## config.mk

```make
export PLATFORM = sky130hd
export DESIGN_NAME = led_sequencer
export DESIGN_NICKNAME = d
export VERILOG_FILES = /design/src/rtl/led_seq_pkg.sv /design/src/rtl/led_sequencer.sv
export SDC_FILE = /design/constraint.sdc
export NUM_CORES = 1
export LEC_CHECK = 0
export BUFFER_PORTS_ARGS = -buffer_cell sky130_fd_sc_hd__buf_2
export CAP_MARGIN = 40
export CORE_MARGIN = 2
export CORE_UTILIZATION = 55
export CTS_CLUSTER_SIZE = 10
export DETAILED_ROUTE_END_ITERATION = 8
export GPL_TIMING_DRIVEN = 0
export PLACE_DENSITY = 0.78
export SLEW_MARGIN = 20
export SYNTH_ARGS = -nofsm -noshare
export SYNTH_HDL_FRONTEND = slang
export SYNTH_SLANG_ARGS = --single-unit
```

## constraint.sdc

```tcl
create_clock -name clk -period 4.05 [get_ports clk]
set_clock_uncertainty 0.05 [all_clocks]
set_input_delay 0.405 -clock clk [delete_from_list [all_inputs] [get_ports clk]]
set_output_delay 0.405 -clock clk [all_outputs]
set_load 0.005 [all_outputs]
```

## src/rtl/led_seq_pkg.sv

```systemverilog
// Shared definitions for the LED pattern sequencer: mode encodings and the
// pattern state machine encoding.
package led_seq_pkg;

  localparam int unsigned MODE_W  = 2;
  localparam int unsigned STATE_W = 3;

  // Mode select encodings as presented on the mode input.
  localparam logic [MODE_W-1:0] MODE_BOUNCE = 2'b00;
  localparam logic [MODE_W-1:0] MODE_ROTATE = 2'b01;
  localparam logic [MODE_W-1:0] MODE_FILL   = 2'b10;
  localparam logic [MODE_W-1:0] MODE_HOLD   = 2'b11;

  // Pattern generator states.
  typedef enum logic [STATE_W-1:0] {
    ST_BOUNCE_UP = 3'd0,
    ST_BOUNCE_DN = 3'd1,
    ST_ROTATE    = 3'd2,
    ST_FILL      = 3'd3,
    ST_DRAIN     = 3'd4,
    ST_HOLD      = 3'd5
  } state_e;

endpackage : led_seq_pkg

```

## src/rtl/led_sequencer.sv

```systemverilog
// LED pattern sequencer. Advances a NUM_LEDS-wide pattern by one step on each
// unpaused tick from the display-rate timing stage (counter.enable -> tick).
// Modes: bounce scanner, rotate, fill/drain, hold.
//
// Ports:
//   clk         system clock
//   rst         synchronous active-high reset
//   tick        one-cycle step enable
//   mode        requested mode, sampled only on a step
//   pause       while high, ticks are discarded
//   leds        current pattern (registered)
//   dir         1 = moving/growing toward MSB, 0 = toward LSB (registered)
//   cycle_done  one-cycle pulse on the step that completes a period (registered)
//
// NUM_LEDS legal range is 2..32.
module led_sequencer
  import led_seq_pkg::*;
#(
  parameter int unsigned NUM_LEDS = 8
) (
  input  logic                clk,
  input  logic                rst,
  input  logic                tick,
  input  logic [MODE_W-1:0]   mode,
  input  logic                pause,
  output logic [NUM_LEDS-1:0] leds,
  output logic                dir,
  output logic                cycle_done
);

  localparam logic [NUM_LEDS-1:0] LED_ONE = NUM_LEDS'(1);

  state_e              state_q, state_d;
  logic [MODE_W-1:0]   mode_q, mode_d;
  logic [NUM_LEDS-1:0] leds_d;
  logic                dir_d;
  logic                done_d;
  logic                step_c;

  // Candidate next patterns for each advance flavour.
  logic [NUM_LEDS-1:0] shl_c, shr_c, rol_c, fill_c;

  assign step_c = tick & ~pause;
  assign shl_c  = {leds[NUM_LEDS-2:0], 1'b0};
  assign shr_c  = {1'b0, leds[NUM_LEDS-1:1]};
  assign rol_c  = {leds[NUM_LEDS-2:0], leds[NUM_LEDS-1]};
  assign fill_c = {leds[NUM_LEDS-2:0], 1'b1};

  // State, pattern, mode and status registers.
  always_ff @(posedge clk) begin
    if (rst) begin
      state_q    <= ST_BOUNCE_UP;
      mode_q     <= MODE_BOUNCE;
      leds       <= LED_ONE;
      dir        <= 1'b1;
      cycle_done <= 1'b0;
    end else begin
      state_q    <= state_d;
      mode_q     <= mode_d;
      leds       <= leds_d;
      dir        <= dir_d;
      cycle_done <= done_d;
    end
  end

  // Next-state and next-output logic; nothing moves except on a step.
  always_comb begin
    state_d = state_q;
    mode_d  = mode_q;
    leds_d  = leds;
    dir_d   = dir;
    done_d  = 1'b0;

    if (step_c) begin
      if (mode != mode_q) begin
        // A mode change consumes the step as a load rather than an advance.
        mode_d = mode;
        case (mode)
          MODE_BOUNCE: begin
            leds_d  = LED_ONE;
            dir_d   = 1'b1;
            state_d = ST_BOUNCE_UP;
          end
          MODE_ROTATE: begin
            leds_d  = LED_ONE;
            dir_d   = 1'b1;
            state_d = ST_ROTATE;
          end
          MODE_FILL: begin
            leds_d  = LED_ONE;
            dir_d   = 1'b1;
            state_d = ST_FILL;
          end
          default: begin
            // Hold freezes whatever pattern and direction are showing.
            state_d = ST_HOLD;
          end
        endcase
      end else begin
        case (state_q)
          ST_BOUNCE_UP: begin
            leds_d = shl_c;
            if (shl_c[NUM_LEDS-1]) begin
              state_d = ST_BOUNCE_DN;
              dir_d   = 1'b0;
            end
          end
          ST_BOUNCE_DN: begin
            leds_d = shr_c;
            if (shr_c[0]) begin
              state_d = ST_BOUNCE_UP;
              dir_d   = 1'b1;
              done_d  = 1'b1;
            end
          end
          ST_ROTATE: begin
            leds_d = rol_c;
            // Period completes when the MSB wraps back around to bit 0.
            done_d = leds[NUM_LEDS-1];
          end
          ST_FILL: begin
            leds_d = fill_c;
            if (&fill_c) begin
              state_d = ST_DRAIN;
              dir_d   = 1'b0;
            end
          end
          ST_DRAIN: begin
            leds_d = shr_c;
            if (shr_c == '0) begin
              state_d = ST_FILL;
              dir_d   = 1'b1;
              done_d  = 1'b1;
            end
          end
          ST_HOLD: begin
            leds_d = leds;
          end
          default: begin
            state_d = ST_BOUNCE_UP;
          end
        endcase
      end
    end
  end

endmodule : led_sequencer

```

==> impl_metrics.csv <==
group,metric,value,unit
cts,clock_sinks,15,
floorplanning,rows,15,
floorplanning,chipHeight,47.2,um
cts,cts_tree,"done",
sta,worst_pin_slew,813,ps
cts,post_cts_buffers,0,
sta,fin_crit,2090,ps
setup_path,crit_arrival,2280,ps
yosys,synth.avg_cell_area,8.91,sq um
cts,cts_max_level,1,
power_and_ir_drop,powerDensity,273,nW/um^2
yosys,ys_ff_latch,15,
power_and_ir_drop,p_int,0.000221,W
global_routing,grt_usage,0.230,
final_layout,diodes,0,
hold_path,holdPathStages,2,
sta,hold_viol,0,
yosys,synth_warnings,0,
power_and_ir_drop,swShare,0.297,
cts,worstSkewPairLatency,290,ps
hold_path,min-delay-start,"rst",
route,drtIter0Drc,23,
floorplanning,dieArea,2220,sq um
route,drtPass1Iterations,4,
placement,io_buffers,14,
route,avgViaCountPerCell,5.81,
sta,finalMaxSlewViolations,0,
setup_path,timing.rr.start,"leds[1]$_SDFFE_PP0P_",
power_and_ir_drop,pwr-share-clk,0.287,
power_and_ir_drop,switchingPower,0.0000934,W
power_and_ir_drop,seq_power_share,0.493,
yosys,yosys.cell_types.count,37,
hold_path,hold_path_class,"input port to register",
floorplanning,io_pins,16,
yosys,synth_nets,124,
yosys,yosysTopAreaCell,"dfxtp_1",
sta,timing.hold.ws,290,ps
setup_path,r2r_cells,6,
cts,cts.repair.resized,0,
power_and_ir_drop,p_leak,0.455,nW
yosys,yosysMostFrequentCell,"dfxtp_1",
placement,place_worst_setup_slack,1790,ps
sta,min_period_over_period,0.517,
route,drc,0,
yosys,synth_ff_type,"dfxtp_1",
placement,hpwl,1570,um
route,wl,2210,um
sta,fin_setup_tns,0,ps
setup_path,crit_type,"register to register",
setup_path,cp-start-kind,"register",
yosys,synth_edf_count,0,
yosys,syn_inst,115,
setup_path,path_cells,"buf_6, or4_4, o41ai_4, a31oi_2, or4_1, nand2_1",
flow_run,max-cap-violations,0,
yosys,yosysTopAreaCellShare,0.293,
setup_path,cpPeakStageDelay,530,ps
global_routing,grt_overflow_total,0,
floorplanning,coreArea,1750,sq um
cts,numCtsBuffers,3,
setup_path,r2r_slack,1960,ps
placement,dp.cells,154,
setup_path,crit_slowest_cell,"or4_4",
setup_path,r2r-end,"state_q[1]$_SDFFE_PP0P_",
sta,max_slew_margin,0.456,
yosys,synthTopCellsByCount,"15 x dfxtp_1, 14 x nor2_1, 10 x mux2i_1",
cts,path_clk_slew,100,ps
status,status,"finished clean",
global_routing,grt_max_degree,11,
yosys,synth-seq-area-share,0.293,
global_routing,grt_pass1_wl,3650,um
yosys,synth_area,1020,sq um
yosys,async_flop_share,0,
floorplanning,die_w,47.2,um
final_layout,final_nets,143,
sta,rsz0062_at_grt,"no",
final_layout,area_growth,12.5,%
setup_path,cp-end-kind,"register",
global_routing,grt_pass1_vias,829,
final_layout,drive_gt1_frac,0.241,
setup_path,worstPathRequired,4240,ps
sta,setup_ws,1960,ps
global_routing,antenna_found_initial,0,
setup_path,cp_top_family,"simple AND/OR/NAND/NOR gates",
yosys,synthTopCellsByArea,"dfxtp_1 29%, mux2i_1 9.8%, nor2_1 5.1%, a2bb2oi_1 5.1%, a21oi_1 4.4%",
placement,gp_congestion,0.821,
power_and_ir_drop,irDropWorstVdd,0.146,mV
cts,ctsHoldBuffers,0,
cts,cts_root_buffer,"clkbuf_4",
setup_path,crit_buf_inv,1,
route,vias,918,
final_layout,final_cells,158,
sta,fmax,478,MHz
sta,setup_viol,0,
route,antenna_left,0,
cts,clockBufferDepth,2,
route,route.detailed.wl_per_inst,14.0,um
setup_path,crit_path_max_fanout,8,
power_and_ir_drop,design_power_total,0.000314,W
hold_path,min_to,"cycle_done$_SDFF_PP0_",
power_and_ir_drop,power.share.combinational,0.220,
floorplanning,start_util,0.587,
through the flow:
step	utilization	instance area (sq um)
floorplan	-	1020
detailed placement	0.645	1130
global route	0.660	1150
CTS	0.660	1150
global placement	0.645	1130
finish	0.660	1150
sequential cells by signal, indices dropped and copies added, names as in the netlist:
register    cells
leds            8
state_q         3
mode_q          2
cycle_done      1
dir             1
cells by family after synthesis:
group | count (synthesis) | share of synthesized area
AO/OA/AOI/OAI | 33 | 0.239
XOR/XNOR | 3 | 0.0256
adder cells (fa/ha/maj) | 3 | 0.0366
buffers and inverters | 9 | 0.0855
flip-flops | 15 | 0.293
multiplexers | 10 | 0.0977
AND/OR/NAND/NOR | 42 | 0.222
cells in the final DEF (no fill, tap or decap), types with 2 or more instances in the layout:
master     synthesis  routed
a2bb2oi_1          6       6
clkbuf_1           1       2
xor2_1             2       2
buf_6              3       3
buf_2              0      14
ha_1               3       3
nand3_1            2       2
and2b_2            2       2
nor2_1            14      14
dfxtp_1           15      15
nor4_1             3       3
nor3_1             4       4
o21ai_0            9       9
mux2i_1           10      10
a21oi_1            9       9
clkbuf_8           3       3
nand2_1            7       7
clkbuf_4           0       3
nor2b_1            2       2
layer usage:
layer / share of wire / vias to the layer above / global-route usage
met5: 0 / - / 0
met4: 0.0063 / 0 / 0.0778
met3: 0.045 / 2 / 0.0385
met2: 0.48 / 32 / 0.381
met1: 0.47 / 427 / 0.300
li1: - / 457 / -
layout make-up:
type / count / area (sq um)
plain buffers: 8 / 83.8
fillers: 157 / 593
flip-flops and latches: 15 / 300
well taps: 25 / 31.3
multi-input cells: 91 / 637
inverters: 1 / 3.75
clock buffers: 4 / 26.3
repair buffers: 14 / 70.1
power groups by stage:
| stage | clock network, W | logic (W) | registers, W |
|---|---|---|---|
| 2_1_floorplan | 0 | 0.0000534 | 0.000158 |
| 3_3_place_gp | 0 | 0.0000666 | 0.000158 |
| 3_5_place_dp | 0 | 0.0000680 | 0.000158 |
| 4_1_cts | 0.0000896 | 0.0000683 | 0.000155 |
| 5_1_grt | 0.0000940 | 0.0000760 | 0.000156 |
| 6_report | 0.0000903 | 0.0000691 | 0.000155 |
worst register-to-register path, stage by stage, from the launching register on:
cell and delay [ps]:
dfxtp_1 330, buf_6 130, or4_4 530, o41ai_4 270, a31oi_2 190, or4_1 490, nand2_1 70
how the worst max path moves through the flow:
stage / startpoint / endpoint / slack, ps / cells past startpoint
after floorplan: leds[1]$_SDFFE_PP0P_ / state_q[1]$_SDFFE_PP0P_ / 2050 / 6
after global placement: mode[1] / leds[0]$_SDFFE_PP1P_ / 1880 / 6
after detailed placement: mode[1] / leds[0]$_SDFFE_PP1P_ / 1790 / 6
after CTS: leds[1]$_SDFFE_PP0P_ / state_q[1]$_SDFFE_PP0P_ / 1950 / 6
after global routing: leds[1]$_SDFFE_PP0P_ / state_q[1]$_SDFFE_PP0P_ / 1860 / 6
final: leds[1]$_SDFFE_PP0P_ / state_q[1]$_SDFFE_PP0P_ / 1960 / 6
No activity file was read; power rests on OpenSTA's default activity.
